[src/rtl/ones_pkg.sv]
// ones_pkg: shared widths and state encoding for the ones-counting datapath.
//   OC_WIDTH    frame length in bits
//   OC_CW       count width, $clog2(OC_WIDTH+1)
//   ofg_state_t frame generator states (IDLE, SEND)
package ones_pkg;
    localparam int OC_WIDTH = 15;
    localparam int OC_CW = $clog2(OC_WIDTH + 1);
    typedef enum logic {IDLE = 1'b0, SEND = 1'b1} ofg_state_t;
endpackage

[src/rtl/therm_decode.sv]
// therm_decode: combinational count -> thermometer word, clamping counts above WIDTH.
//   count  in  [CW-1:0]    requested number of ones
//   n      out [CW-1:0]    count clamped to WIDTH
//   therm  out [WIDTH-1:0] n LSBs set
module therm_decode import ones_pkg::*; #(
    parameter int WIDTH = OC_WIDTH,
    localparam int CW = $clog2(WIDTH + 1)
) (
    input  logic [CW-1:0]    count,
    output logic [CW-1:0]    n,
    output logic [WIDTH-1:0] therm
);
    localparam logic [CW-1:0] MAX = CW'(WIDTH);
    assign n = (count > MAX) ? MAX : count;
    for (genvar i = 0; i < WIDTH; i++) begin : g_bit
        assign therm[i] = (n > CW'(i));
    end
endmodule

[src/rtl/ones_frame_gen.sv]
// ones_frame_gen: serial unary encoder, emits WIDTH-bit frames of N leading ones.
//   clk, rst_n   clock, async active-low reset
//   count_in     ones count for the next frame, sampled on accept
//   in_valid     count_in is valid
//   in_ready     combinational: idle, or on the last bit of a frame
//   ser_out      registered serial frame bit
//   frame_start  registered, high with bit 0
//   frame_end    registered, high with bit WIDTH-1
//   busy         a frame bit is on ser_out
//   therm_out    thermometer word of the last accepted count
module ones_frame_gen import ones_pkg::*; #(
    parameter int WIDTH = OC_WIDTH,
    localparam int CW = $clog2(WIDTH + 1)
) (
    input  logic             clk,
    input  logic             rst_n,
    input  logic [CW-1:0]    count_in,
    input  logic             in_valid,
    output logic             in_ready,
    output logic             ser_out,
    output logic             frame_start,
    output logic             frame_end,
    output logic             busy,
    output logic [WIDTH-1:0] therm_out
);
    localparam logic [CW-1:0] LAST = CW'(WIDTH - 1);
    ofg_state_t       state_q, state_d;
    logic [CW-1:0]    bit_idx_q, bit_idx_d, cnt_q, cnt_d, n;
    logic [WIDTH-1:0] therm_q, therm_d, therm_n;
    logic             ser_out_q, ser_out_d, frame_start_q, frame_start_d, frame_end_q, frame_end_d;
    logic             last, accept;

    therm_decode #(.WIDTH(WIDTH)) u_dec (
        .count(count_in),
        .n    (n),
        .therm(therm_n)
    );

    assign last     = (state_q == SEND) && (bit_idx_q == LAST);
    assign in_ready = rst_n && ((state_q == IDLE) || last);
    assign accept   = in_valid && in_ready;

    // Serial outputs are computed from the next-cycle state so the registered
    // bits line up with the bit index they describe.
    always_comb begin
        state_d       = accept ? SEND : (last ? IDLE : state_q);
        bit_idx_d     = (state_q == SEND && !last) ? bit_idx_q + 1'b1 : '0;
        cnt_d         = accept ? n : cnt_q;
        therm_d       = accept ? therm_n : therm_q;
        ser_out_d     = (state_d == SEND) && (bit_idx_d < cnt_d);
        frame_start_d = (state_d == SEND) && (bit_idx_d == '0);
        frame_end_d   = (state_d == SEND) && (bit_idx_d == LAST);
    end

    always_ff @(posedge clk or negedge rst_n) begin
        if (!rst_n) begin
            state_q       <= IDLE;
            bit_idx_q     <= '0;
            cnt_q         <= '0;
            therm_q       <= '0;
            ser_out_q     <= 1'b0;
            frame_start_q <= 1'b0;
            frame_end_q   <= 1'b0;
        end else begin
            state_q       <= state_d;
            bit_idx_q     <= bit_idx_d;
            cnt_q         <= cnt_d;
            therm_q       <= therm_d;
            ser_out_q     <= ser_out_d;
            frame_start_q <= frame_start_d;
            frame_end_q   <= frame_end_d;
        end
    end

    assign ser_out     = ser_out_q;
    assign frame_start = frame_start_q;
    assign frame_end   = frame_end_q;
    assign busy        = (state_q == SEND);
    assign therm_out   = therm_q;
endmodule

[config.mk]
export PLATFORM = sky130hd
export DESIGN_NAME = ones_frame_gen
export DESIGN_NICKNAME = d
export VERILOG_FILES = /design/src/rtl/ones_pkg.sv /design/src/rtl/therm_decode.sv /design/src/rtl/ones_frame_gen.sv
export SDC_FILE = /design/constraint.sdc
export NUM_CORES = 1
export LEC_CHECK = 0
export CAP_MARGIN = 15
export CORE_UTILIZATION = 45
export DETAILED_ROUTE_END_ITERATION = 12
export PLACE_DENSITY = 0.71
export SLEW_MARGIN = 10
export SYNTH_ARGS = -nofsm -noshare
export SYNTH_HDL_FRONTEND = slang
export SYNTH_HIERARCHICAL = 1
export SYNTH_SLANG_ARGS = --single-unit
[constraint.sdc]
create_clock -name clk -period 2.4 [get_ports clk]
set_clock_uncertainty 0.1 [all_clocks]
set_input_delay 0.48 -clock clk [delete_from_list [all_inputs] [get_ports clk]]
set_output_delay 0.48 -clock clk [all_outputs]
set_load 0.01 [all_outputs]
Word level (Yosys, flattened, before mapping)
Index checks and enable logic that the tools add are counted.
{"block": "word_totals", "inputBits": 7, "latchBits": 0, "n_memories": 0, "register_bits": 27, "wordCells": 43, "mem_bits_ro": 0, "out_inout_bits": 20, "mem_bits_rw": 0}
{"block": "classes", "shifts": 0, "mul": 0, "div": 0, "magnitude_cmp": 17, "eq_ne": 2, "add_sub_neg": 1, "n_reduce_logical": 10, "bitwise": 1, "muxes": 5}
{"operator": "$gt 4x4->1 const B", "n": 8}
{"operator": "$gt 4x3->1 const B", "n": 4}
{"operator": "$mux 4", "n": 3}
{"operator": "$eq 4x4->1 const B", "n": 2}
{"operator": "$gt 4x1->1 const B", "n": 2}
{"operator": "$gt 4x2->1 const B", "n": 2}
{"operator": "$logic_and 1x1->1", "n": 7}
{"operator": "$add 4x1->4 const B", "n": 1}
{"operator": "$logic_not 4->1", "n": 1}
{"operator": "$lt 4x4->1", "n": 1}
{"operator": "$mux 1", "n": 2}
{"operator": "$logic_not 1->1", "n": 1}
{"operator": "$logic_or 1x1->1", "n": 1}
{"operator": "$not 1->1", "n": 1}

Depth between registers and ports, before layout
Gate-level depths: netlist of the first run.
{"block": "depth", "depth_word": 8, "mapped_depth": 11, "mapped_depth_nobuf": 11}

Modules after synthesis
The synthesis of the first run kept the hierarchy.
{"mod": "ones_frame_gen", "area_each_um2": 1181.1, "instances": 1, "cells_per_inst": 88, "seq_area_each_um2": 675.6}
{"mod": "therm_decode", "area_each_um2": 163.9, "instances": 1, "cells_per_inst": 28, "seq_area_each_um2": 0.0}

Least setup slack after synthesis of the first run
Ideal clock, no wire load.
{"block": "synth_timing", "path_kind": "reg2reg", "start": "register bit_idx_q[0]", "end": "register ser_out_q (netlist: ser_out)", "path_buffers": 1, "slack_ns": 0.176, "path_stages_with_launch": 11, "setup_time_ns": 0.064, "required_time_ns": 2.236, "arrival_time_ns": 2.060, "period_less_slack_ns": 2.224, "cell_sequence": "dfrtp_1 -> inv_1 -> ha_1 -> nand3_2 -> a21oi_4 -> buf_6 -> mux2i_1 -> ha_1 -> a21o_1 -> a21oi_1 -> o21a_1"}
{"block": "synth_between", "elab_chain_len": 8, "elab_cells_between_ends": 14, "cone_classes": "add/sub (1); order compare (1); eq/ne (1); mux (4); reduce/logical (7)"}
{"element": "start, declared", "line_no": "ones_frame_gen.sv:28", "source": "logic [CW-1:0] bit_idx_q, bit_idx_d, cnt_q, cnt_d, n;"}
{"element": "start signal, assigned", "line_no": "ones_frame_gen.sv:66", "source": "bit_idx_q <= bit_idx_d;"}
{"element": "$eq 4x4->1", "line_no": "ones_frame_gen.sv:39", "source": "assign last = (state_q == SEND) && (bit_idx_q == LAST);"}
{"element": "$logic_and 1x1->1", "line_no": "ones_frame_gen.sv:39"}
{"element": "$logic_or 1x1->1", "line_no": "ones_frame_gen.sv:40", "source": "assign in_ready = rst_n && ((state_q == IDLE) || last);"}
{"element": "$logic_and 1x1->1", "line_no": "ones_frame_gen.sv:40"}
{"element": "$logic_and 1x1->1", "line_no": "ones_frame_gen.sv:41", "source": "assign accept = in_valid && in_ready;"}
{"element": "$mux 4", "line_no": "ones_frame_gen.sv:48", "source": "cnt_d = accept ? n : cnt_q;"}
{"element": "$lt 4x4->1", "line_no": "ones_frame_gen.sv:50", "source": "ser_out_d = (state_d == SEND) && (bit_idx_d < cnt_d);"}
{"element": "$logic_and 1x1->1 (*)", "line_no": "ones_frame_gen.sv:50"}
{"element": "named net ser_out_d", "line_no": "ones_frame_gen.sv:30", "source": "logic ser_out_q, ser_out_d, frame_start_q, frame_start_d, frame_end_q, frame_end_d;"}
{"element": "end signal, assigned", "line_no": "ones_frame_gen.sv:69", "source": "ser_out_q <= ser_out_d;"}
{"element": "end, declared", "line_no": "ones_frame_gen.sv:30"}
The timed path passes the listed nets; every way through them passes the cells marked *.
A chain may end at the register's enable or synchronous reset.

Worst setup path after layout of the first run
{"block": "layout_timing", "start": "register bit_idx_q[0]", "end": "register ser_out_q (netlist: ser_out)"}
{"block": "layout_between", "elab_cells_between_ends": 14, "cone_classes": "add/sub (1); order compare (1); eq/ne (1); mux (4); reduce/logical (7)"}
{"element": "branches (longest 4 deep; another with $add 4x1->4)"}
{"element": "$mux 4 (*)", "line_no": "ones_frame_gen.sv:47", "source": "bit_idx_d = (state_q == SEND && !last) ? bit_idx_q + 1'b1 : '0;"}
{"element": "named net bit_idx_d[2]", "line_no": "ones_frame_gen.sv:28"}
{"element": "$lt 4x4->1 (*)", "line_no": "ones_frame_gen.sv:50"}
{"element": "$logic_and 1x1->1 (*)", "line_no": "ones_frame_gen.sv:50"}
{"element": "named net ser_out_d", "line_no": "ones_frame_gen.sv:30"}
Mark *: on every way through the listed nets, which the timed path passes.

==> impl_metrics.json, run 1 <==
{
  "status": "finished, violations left",
  "violations": "DRC",
  "grt-ovfl-total": 0,
  "power_leakage_nw": 0.773,
  "n_antenna_cell": 0,
  "tns_ns": 0,
  "layout_common_cells": "dfrtp_1 (27), clkdlybuf4s50_1 (25), mux2_2 (15), buf_4 (11), inv_1 (8)",
  "setup_viol": 0,
  "end_kind": "flip-flop",
  "min_to": "cnt_q[0]$_DFF_PN0_",
  "worst_hold_path.num_cells": 1,
  "syn_to_final_growth_pct": 25.4,
  "fin_crit_sh": 0.917,
  "crit_family": "compound AO/OA/AOI/OAI gates",
  "switchingPower_w": 0.000699,
  "r2r_slack_ns": 0.20,
  "rsz0062_at_grt": "false",
  "crit_buf_inv": 2,
  "synth.top_cell.area_share": 0.502,
  "drcViolationCount": 2,
  "peakVddDrop_uv": 615,
  "antenna_found_initial": 0,
  "boundaryPins": 27,
  "die_x_um": 56.7,
  "fmax_mhz": 454,
  "wl_per_cell_um": 14.5,
  "min_from": "cnt_q[0]$_DFF_PN0_",
  "syn-cell-area_um2": 1350,
  "clock_power_share": 0.096,
  "worst_slew_pin_slew_ns": 0.351,
  "cts.sinks": 27,
  "postSynthCellCount": 116,
  "worstReg2RegEnd": "ser_out$_DFF_PN0_",
  "clock_latency_ns": 0.32,
  "hold_violations": 0,
  "grt_pass1_wl_um": 4520,
  "drv_cap": 0,
  "hpwl_um": 1870,
  "portBuffers": 26,
  "synth_area_leader_cell": "dfrtp_1",
  "drive_gt1_frac": 0.272,
  "synth_area_per_cell_um2": 11.6,
  "cts_made_buffers": 3,
  "cts_root_buffer": "clkbuf_4",
  "yosys_register_bits": 27,
  "hp-class": "reg -> reg",
  "seqPwrFrac": 0.384,
  "p_int_w": 0.00132,
  "cts.clk_slew.worst_paths_ns": 0.14,
  "routed_wl_um": 2590,
  "track_usage": 0.183,
  "powerDensity_nw_per_um2": 1200,
  "ys_seq_area_frac": 0.502,
  "syn_nets": 128,
  "num_vias": 959,
  "yosysWarnings": 6,
  "critPathSlowestCell": "dfrtp_1",
  "critPathMaxStageDelay_ns": 0.42,
  "htree_levels": 1,
  "min_period_ns": 2.20,
  "maxSlewHeadroom": 0.766,
  "cp_max_fo": 3,
  "layout_commonest_cell": "dfrtp_1",
  "grt_pass1_vias": 979,
  "reg2reg_from": "bit_idx_q[0]$_DFF_PN0_",
  "swShare": 0.346,
  "cts_tree": "yes",
  "clock_path_buffers": 2,
  "grt_max_degree": 28,
  "die_h_um": 56.7,
  "synth_area_leaders": "dfrtp_1 (50%), mux2_2 (13%), ha_1 (4.7%)",
  "slew_viol_final": 0,
  "drt_first_iter_violations": 28,
  "core-area_um2": 2810,
  "synthDistinctLibCells": 36,
  "power_frac_comb": 0.520,
  "critPathKind": "reg -> reg",
  "ant_nets": 0,
  "die-area_um2": 3210,
  "viasPerCell": 5.39,
  "worst_r2r_path_depth": 10,
  "gp_congestion": 0.821,
  "dpl_worst_slack_ns": -0.0707,
  "setup_slack_ns": 0.199,
  "start_util": 0.479,
  "nets": 160,
  "cp_common_cell": "ha_1",
  "crit_chain": "buf_4 -> ha_1 -> and2b_2 -> o21ai_1 -> inv_1 -> ha_1 -> nand3_1 -> a21oi_1 -> a21boi_1 -> o21a_1",
  "num_rows": 19,
  "crit_path_start_kind": "flip-flop",
  "cp_data_arrival_time_ns": 2.33,
  "worstPathRequired_ns": 2.53,
  "firstDrtPassIters": 8
}
metal layers:
metal / GRT usage / vias to the layer above / part of all wire
met5: 0 / - / 0
met4: 0.0821 / 0 / 0.012
met3: 0.0346 / 4 / 0.049
met2: 0.301 / 27 / 0.50
met1: 0.235 / 471 / 0.44
li1: - / 457 / -
layout make-up:
type                    instances  area, µm²
inverters                       9       33.8
repair buffers                 37        342
multi-input cells              70        571
flip-flops and latches         27        676
fillers                       250       1120
well taps                      31       38.8
clock buffers                   4       26.3
sequential cells by signal, summed over array words and instances, names as in the netlist:
signal	cells
therm_out	15
bit_idx_q	4
cnt_q	4
busy	1
frame_end	1
frame_start	1
ser_out	1
cells by family (layout without fill, tap and decap cells):
logic type,after synthesis,after routing,share of synthesized area
buf+inv,19,50,0.0828
compound gates,19,19,0.106
flops,27,27,0.502
mux,19,19,0.156
fa+ha+maj,5,5,0.0465
simple gates,27,27,0.106
power groups by stage:
| stage | sequential, W | clock [W] | combinational [W] |
|---|---|---|---|
| 2_1_floorplan | 0.000833 | 0 | 0.000498 |
| 3_3_place_gp | 0.000777 | 0 | 0.000972 |
| 3_5_place_dp | 0.000784 | 0 | 0.00101 |
| 4_1_cts | 0.000779 | 0.000205 | 0.00105 |
| 5_1_grt | 0.000801 | 0.000216 | 0.00116 |
| 6_report | 0.000777 | 0.000194 | 0.00105 |
how the worst max path moves through the flow:
stage                            from                end  slack, ns  cells after the start
2_1_floorplan  bit_idx_q[0]$_DFF_PN0_  ser_out$_DFF_PN0_       0.18                     10
3_3_place_gp                    rst_n  ser_out$_DFF_PN0_      -0.02                      9
3_5_place_dp                    rst_n  ser_out$_DFF_PN0_      -0.07                      9
4_1_cts        bit_idx_q[0]$_DFF_PN0_  ser_out$_DFF_PN0_       0.09                     10
5_1_grt        bit_idx_q[0]$_DFF_PN0_  ser_out$_DFF_PN0_       0.06                     10
6_report       bit_idx_q[0]$_DFF_PN0_  ser_out$_DFF_PN0_       0.20                     10
through the flow:
step | hold slack, ns | cells | utilization | power, W | area [µm²]
after CTS | 0.412 | 178 | 0.601 | 0.00204 | 1690
final | 0.410 | 178 | 0.601 | 0.00202 | 1690
after floorplan | 0.0844 | 116 | - | 0.00133 | 1350
after global routing | 0.421 | 178 | 0.601 | 0.00217 | 1690
after detailed placement | 0.379 | 173 | 0.585 | 0.00179 | 1640
after global placement | 0.378 | 173 | 0.585 | 0.00175 | 1640
synth_stat cells (all sizes together):
| library cell | n |
|---|---|
| dfrtp | 27 |
| mux2 | 16 |
| buf | 9 |
| inv | 9 |
| nand2 | 7 |
| nor2 | 7 |
| a21oi | 6 |
| ha | 5 |
| mux2i | 3 |
| o21ai | 3 |
| a21o | 2 |
| and3 | 2 |
| nand2b | 2 |
| nand3 | 2 |
| o21a | 2 |
| a211oi | 1 |
| a21bo | 1 |
| a21boi | 1 |
| a31o | 1 |
| a41o | 1 |
| and2 | 1 |
| and2b | 1 |
| clkbuf | 1 |
| nand4 | 1 |
| nand4b | 1 |
| nor2b | 1 |
| nor4 | 1 |
| o31a | 1 |
| or3 | 1 |
what timing repair did:
action,4_1_cts,5_1_grt
buffers inserted,1,0
hold buffers,0,0
setup endpoints to repair,1,1
pin swaps,0,0
gates resized for setup,4,1
hold endpoints to repair,0,0
No activity file was read; power rests on OpenSTA's default activity.
==> inputs of run 2 (changes only) <==
--- a/config.mk
+++ b/config.mk
@@ -9,6 +9,7 @@
 export CORE_UTILIZATION = 45
 export DETAILED_ROUTE_END_ITERATION = 12
 export PLACE_DENSITY = 0.71
+export SKIP_CTS_REPAIR_TIMING = 1
 export SLEW_MARGIN = 10
 export SYNTH_ARGS = -nofsm -noshare
 export SYNTH_HDL_FRONTEND = slang
==> run 2 against run 1 <==
  * The run still ends with DRC left
  * Flip-flop and latch count unchanged
  * Worst setup slack about the same
  * Sequential share of layout area fell by 0.089 points
  * Clock-buffer cell count stayed put
  * Non-clock buffer count unchanged
  * Global-route usage about the same
  * Fmax barely moved
  * Via count is 2.2% lower
  * Combinational power hardly changed
  * Final cell count stayed put
  * Sequential power about the same
==> impl_metrics.json, run 2 (synthesis results as in run 1) <==
{
  "layout_common_cells": "dfrtp_1 (27), clkdlybuf4s50_1 (25), mux2_2 (15), buf_4 (11), inv_1 (8)",
  "syn_to_final_growth_pct": 25.7,
  "viasPerCell": 5.27,
  "power_leakage_nw": 0.787,
  "met1_length_um": 1200,
  "gp_congestion": 0.821,
  "largest_register_ff_count": 15,
  "cts.sinks": 27,
  "setup_slack_ns": 0.199,
  "routed_wl_um": 2610,
  "drcViolationCount": 2,
  "fmax_mhz": 454,
  "clock_latency_ns": 0.32,
  "hpwl_um": 1870,
  "antenna_found_initial": 0,
  "seqPwrFrac": 0.384,
  "final-seq-area_um2": 676,
  "worstPathRequired_ns": 2.53,
  "drt_first_iter_violations": 30,
  "num_rows": 19,
  "cp_max_fo": 3,
  "power_frac_comb": 0.520,
  "fill_cells": 248,
  "firstDrtPassIters": 8,
  "worst_slew_pin_slew_ns": 0.348,
  "die_h_um": 56.7,
  "layout_commonest_cell": "dfrtp_1",
  "clock_power_share": 0.096,
  "core-area_um2": 2810,
  "setup_viol": 0,
  "multi_input_area_um2": 571,
  "crit_path_start_kind": "flip-flop",
  "drive_gt1_frac": 0.272,
  "cts_root_buffer": "clkbuf_4",
  "critPathKind": "reg -> reg",
  "rsz0062_at_grt": "false",
  "wl_per_cell_um": 14.7,
  "boundaryPins": 27,
  "start_util": 0.479,
  "n_antenna_cell": 0,
  "grt-ovfl-total": 0,
  "maxSlewHeadroom": 0.768,
  "portBuffers": 26,
  "dr.max_layer_used": "met4",
  "status": "finished, violations left",
  "track_usage": 0.183,
  "hp-class": "reg -> reg",
  "tns_ns": 0,
  "ant_nets": 0,
  "cp_data_arrival_time_ns": 2.33,
  "drv_cap": 0,
  "min_period_ns": 2.20,
  "slew_viol_final": 0,
  "grt_max_degree": 28,
  "htree_levels": 1,
  "grt_pass1_vias": 965,
  "end_kind": "flip-flop",
  "powerDensity_nw_per_um2": 1200,
  "cts_tree": "yes",
  "switchingPower_w": 0.000700,
  "swShare": 0.346,
  "design_power_total_w": 0.00202,
  "peakVddDrop_uv": 617,
  "cts.clk_slew.worst_paths_ns": 0.14,
  "dr_wl_met2_um": 1270,
  "die-area_um2": 3210,
  "cts_made_buffers": 3,
  "grt_pass1_wl_um": 4510,
  "dpl_worst_slack_ns": -0.0707,
  "dr_wl_met3_um": 112,
  "die_x_um": 56.7,
  "p_int_w": 0.00132,
  "hold_ws_ns": 0.409,
  "fin_crit_sh": 0.917,
  "num_vias": 938,
  "violations": "DRC",
  "nets": 160,
  "clock_path_buffers": 2,
  "hold_violations": 0
}
==> run 2: changes by cell type in the layout (fill, tap and decap cells not counted) <==
cell            previous run  this run
dlygate4sd2_1              1         0
dlymetal6s2s_1             0         1
==> run 2: metal layers <==
metal  GRT usage  up-vias
met5           0        -
met2       0.293       21
met1       0.241      456
met4      0.0821        0
met3      0.0346        4
li1            -      457
==> run 2: final cells by class <==
cell class,count,share of cell area
Clock buffer,4,0.0155
Sequential cell,27,0.400
Inverter,9,0.0200
Timing Repair Buffer,37,0.204
Multi-Input combinational cell,70,0.338
Tap cell,31,0.0229
==> run 2: final timing paths <==
path / startpoint / slack [ns] / cells after the start / to
setup / recovery: bit_idx_q[0]$_DFF_PN0_ / 0.20 / 10 / ser_out$_DFF_PN0_
hold / removal: cnt_q[0]$_DFF_PN0_ / 0.41 / 1 / cnt_q[0]$_DFF_PN0_
setup reg to reg: bit_idx_q[0]$_DFF_PN0_ / 0.20 / 10 / ser_out$_DFF_PN0_
hold reg to reg: cnt_q[0]$_DFF_PN0_ / 0.41 / 1 / cnt_q[0]$_DFF_PN0_
max in group asynchronous: rst_n / 1.39 / 3 / therm_out[14]$_DFFE_PN0N_
min in group asynchronous: rst_n / 0.56 / 3 / bit_idx_q[3]$_DFF_PN0_
==> run 2: power groups by stage <==
stage | registers [W] | logic [W] | clock network (W)
finish | 0.000777 | 0.00105 | 0.000195
global route | 0.000800 | 0.00116 | 0.000216
CTS | 0.000777 | 0.00101 | 0.000205
detailed placement | 0.000784 | 0.00101 | 0
global placement | 0.000777 | 0.000972 | 0
floorplan | 0.000833 | 0.000498 | 0
==> run 2: worst max-delay path, stage by stage (launching register included) <==
cell	delay (ns)
dfrtp_1	0.42
buf_4	0.14
ha_1	0.20
and2b_2	0.19
o21ai_1	0.20
inv_1	0.09
ha_1	0.30
nand3_1	0.10
a21oi_1	0.13
a21boi_1	0.07
o21a_1	0.17
==> run 2: metrics by stage <==
| step | instances | utilization | instance area, µm² |
|---|---|---|---|
| floorplan | 116 | - | 1350 |
| global placement | 173 | 0.585 | 1640 |
| detailed placement | 173 | 0.585 | 1640 |
| CTS | 177 | 0.595 | 1670 |
| global route | 178 | 0.603 | 1690 |
| finish | 178 | 0.603 | 1690 |
==> inputs of run 3 (changes only) <==
==> constraint.sdc (replaced) <==
create_clock -name clk -period 2.8 [get_ports clk]
set_clock_uncertainty 0.1 [all_clocks]
set_input_delay 0.56 -clock clk [delete_from_list [all_inputs] [get_ports clk]]
set_output_delay 0.56 -clock clk [all_outputs]
set_load 0.01 [all_outputs]
==> run 3 against run 2 <==
  * The run still ends with DRC left
  * Worst setup slack worse by 0.097 ns
  * Critical path depth down 4
  * Power down 17%
  * Sequential share of layout area up 0.74 points
  * Via count down 1.2%
  * Critical path type is now reg -> out
  * Largest cell class unchanged
  * Largest power group unchanged
==> impl_metrics.json, run 3 (synthesis results as in run 1) <==
{
  "num_rows": 19,
  "syn_to_final_growth_pct": 23.6,
  "powerDensity_nw_per_um2": 1010,
  "cts_tree": "yes",
  "critPathKind": "reg -> out",
  "busiest_layer": "met2",
  "cts_made_buffers": 3,
  "crit_family": "buffers and inverters",
  "layout_common_cells": "dfrtp_1 (26), clkdlybuf4s50_1 (26), mux2_2 (15), inv_1 (9), buf_4 (9)",
  "start_util": 0.479,
  "num_vias": 927,
  "grt-ovfl-total": 0,
  "critPathMaxStageDelay_ns": 0.53,
  "core-area_um2": 2810,
  "hold_violations": 0,
  "largest_register_ff_count": 15,
  "maxSlewHeadroom": 0.766,
  "slew_viol_final": 0,
  "cts.clk_slew.worst_paths_ns": 0.15,
  "cts.sinks": 27,
  "tns_ns": 0,
  "power_leakage_nw": 0.762,
  "hp-class": "reg -> reg",
  "viasPerCell": 5.27,
  "clock_path_buffers": 2,
  "clock_latency_ns": 0.32,
  "grt_max_degree": 19,
  "min_period_ns": 2.70,
  "cts_root_buffer": "clkbuf_4",
  "portBuffers": 26,
  "htree_levels": 1,
  "r2r_slack_ns": 0.47,
  "hold_ws_ns": 0.408,
  "setup_viol": 0,
  "use_met1": 0.250,
  "peakVddDrop_uv": 455,
  "routed_wl_um": 2650,
  "cp_max_fo": 5,
  "n_antenna_cell": 0,
  "use_met2": 0.315,
  "gp_congestion": 0.826,
  "grt_pass1_wl_um": 4640,
  "drive_gt1_frac": 0.262,
  "fmax_mhz": 371,
  "ant_nets": 0,
  "status": "finished, violations left",
  "cp_data_arrival_time_ns": 2.04,
  "hpwl_um": 1920,
  "nets": 158,
  "worstPathRequired_ns": 2.14,
  "firstDrtPassIters": 8,
  "die_h_um": 56.7,
  "crit_chain": "inv_1 -> ha_1 -> nand3_2 -> nand2_1 -> and2_1 -> clkdlybuf4s50_1",
  "wl_per_cell_um": 15.0,
  "drt_first_iter_violations": 53,
  "grt.met3_usage": 0.0392,
  "violations": "DRC",
  "die-area_um2": 3210,
  "drv_cap": 0,
  "track_usage": 0.193,
  "antenna_found_initial": 0,
  "end_kind": "output pin",
  "fin_crit_sh": 0.963,
  "critPathSlowestCell": "clkdlybuf4s50_1",
  "crit_path_start_kind": "flip-flop",
  "drcViolationCount": 2,
  "grt_pass1_vias": 953,
  "crit_buf_inv": 2,
  "worst_slew_pin_slew_ns": 0.347,
  "die_x_um": 56.7,
  "boundaryPins": 27
}
[run 3: path summary, 6_finish.rpt]
kind                                            end  depth (start not counted)              startpoint
hold reg to reg                  cnt_q[3]$_DFF_PN0_                          2      cnt_q[3]$_DFF_PN0_
hold / removal                   cnt_q[3]$_DFF_PN0_                          2      cnt_q[3]$_DFF_PN0_
setup / recovery                           in_ready                          6  bit_idx_q[0]$_DFF_PN0_
setup reg to reg                  ser_out$_DFF_PN0_                         10  bit_idx_q[0]$_DFF_PN0_
max in group asynchronous  therm_out[6]$_DFFE_PN0N_                          2                   rst_n
min in group asynchronous    bit_idx_q[1]$_DFF_PN0_                          2                   rst_n
[run 3: power by group]
group          switching, W  internal [W]
registers          0.000109      0.000561
clock network      0.000111     0.0000534
logic              0.000366      0.000483
[run 3: area by class of cell]
class | count | area, µm²
inverter | 9 | 33.8
tap | 31 | 38.8
clock inverter | 1 | 5.00
multi-input combinational | 70 | 558
clock buffer | 3 | 22.5
timing repair buffer | 35 | 328
sequential | 27 | 677
fill | 253 | 1140
[run 3: per-layer routing]
layer	up-vias	wire [µm]	part of all wire
li1	449	-	-
met1	453	1170	0.44
met2	23	1320	0.50
met3	2	132	0.050
met4	0	17	0.0064
met5	-	0	0
[run 3: worst reg2reg max path: stages, from the launching register on]
cell and delay (ns):
dfrtp_2 0.47, inv_1 0.09, ha_1 0.24, nand3_2 0.14, a21oi_4 0.24, mux2i_1 0.29
ha_1 0.28, nand3_1 0.11, a21oi_1 0.05, a21boi_1 0.14, o21a_1 0.12
[run 3: per-stage QoR]
| stage | power [W] | cell area (µm²) | std cells | util | setup WS, ns |
|---|---|---|---|---|---|
| 2_1_floorplan | 0.00114 | 1350 | 116 | - | 0.576 |
| 3_3_place_gp | 0.00147 | 1620 | 170 | 0.577 | 0.303 |
| 3_5_place_dp | 0.00150 | 1620 | 170 | 0.577 | 0.190 |
| 4_1_cts | 0.00167 | 1650 | 174 | 0.587 | 0.0516 |
| 5_1_grt | 0.00183 | 1660 | 176 | 0.593 | -0.0178 |
| 6_report | 0.00168 | 1660 | 176 | 0.593 | 0.102 |
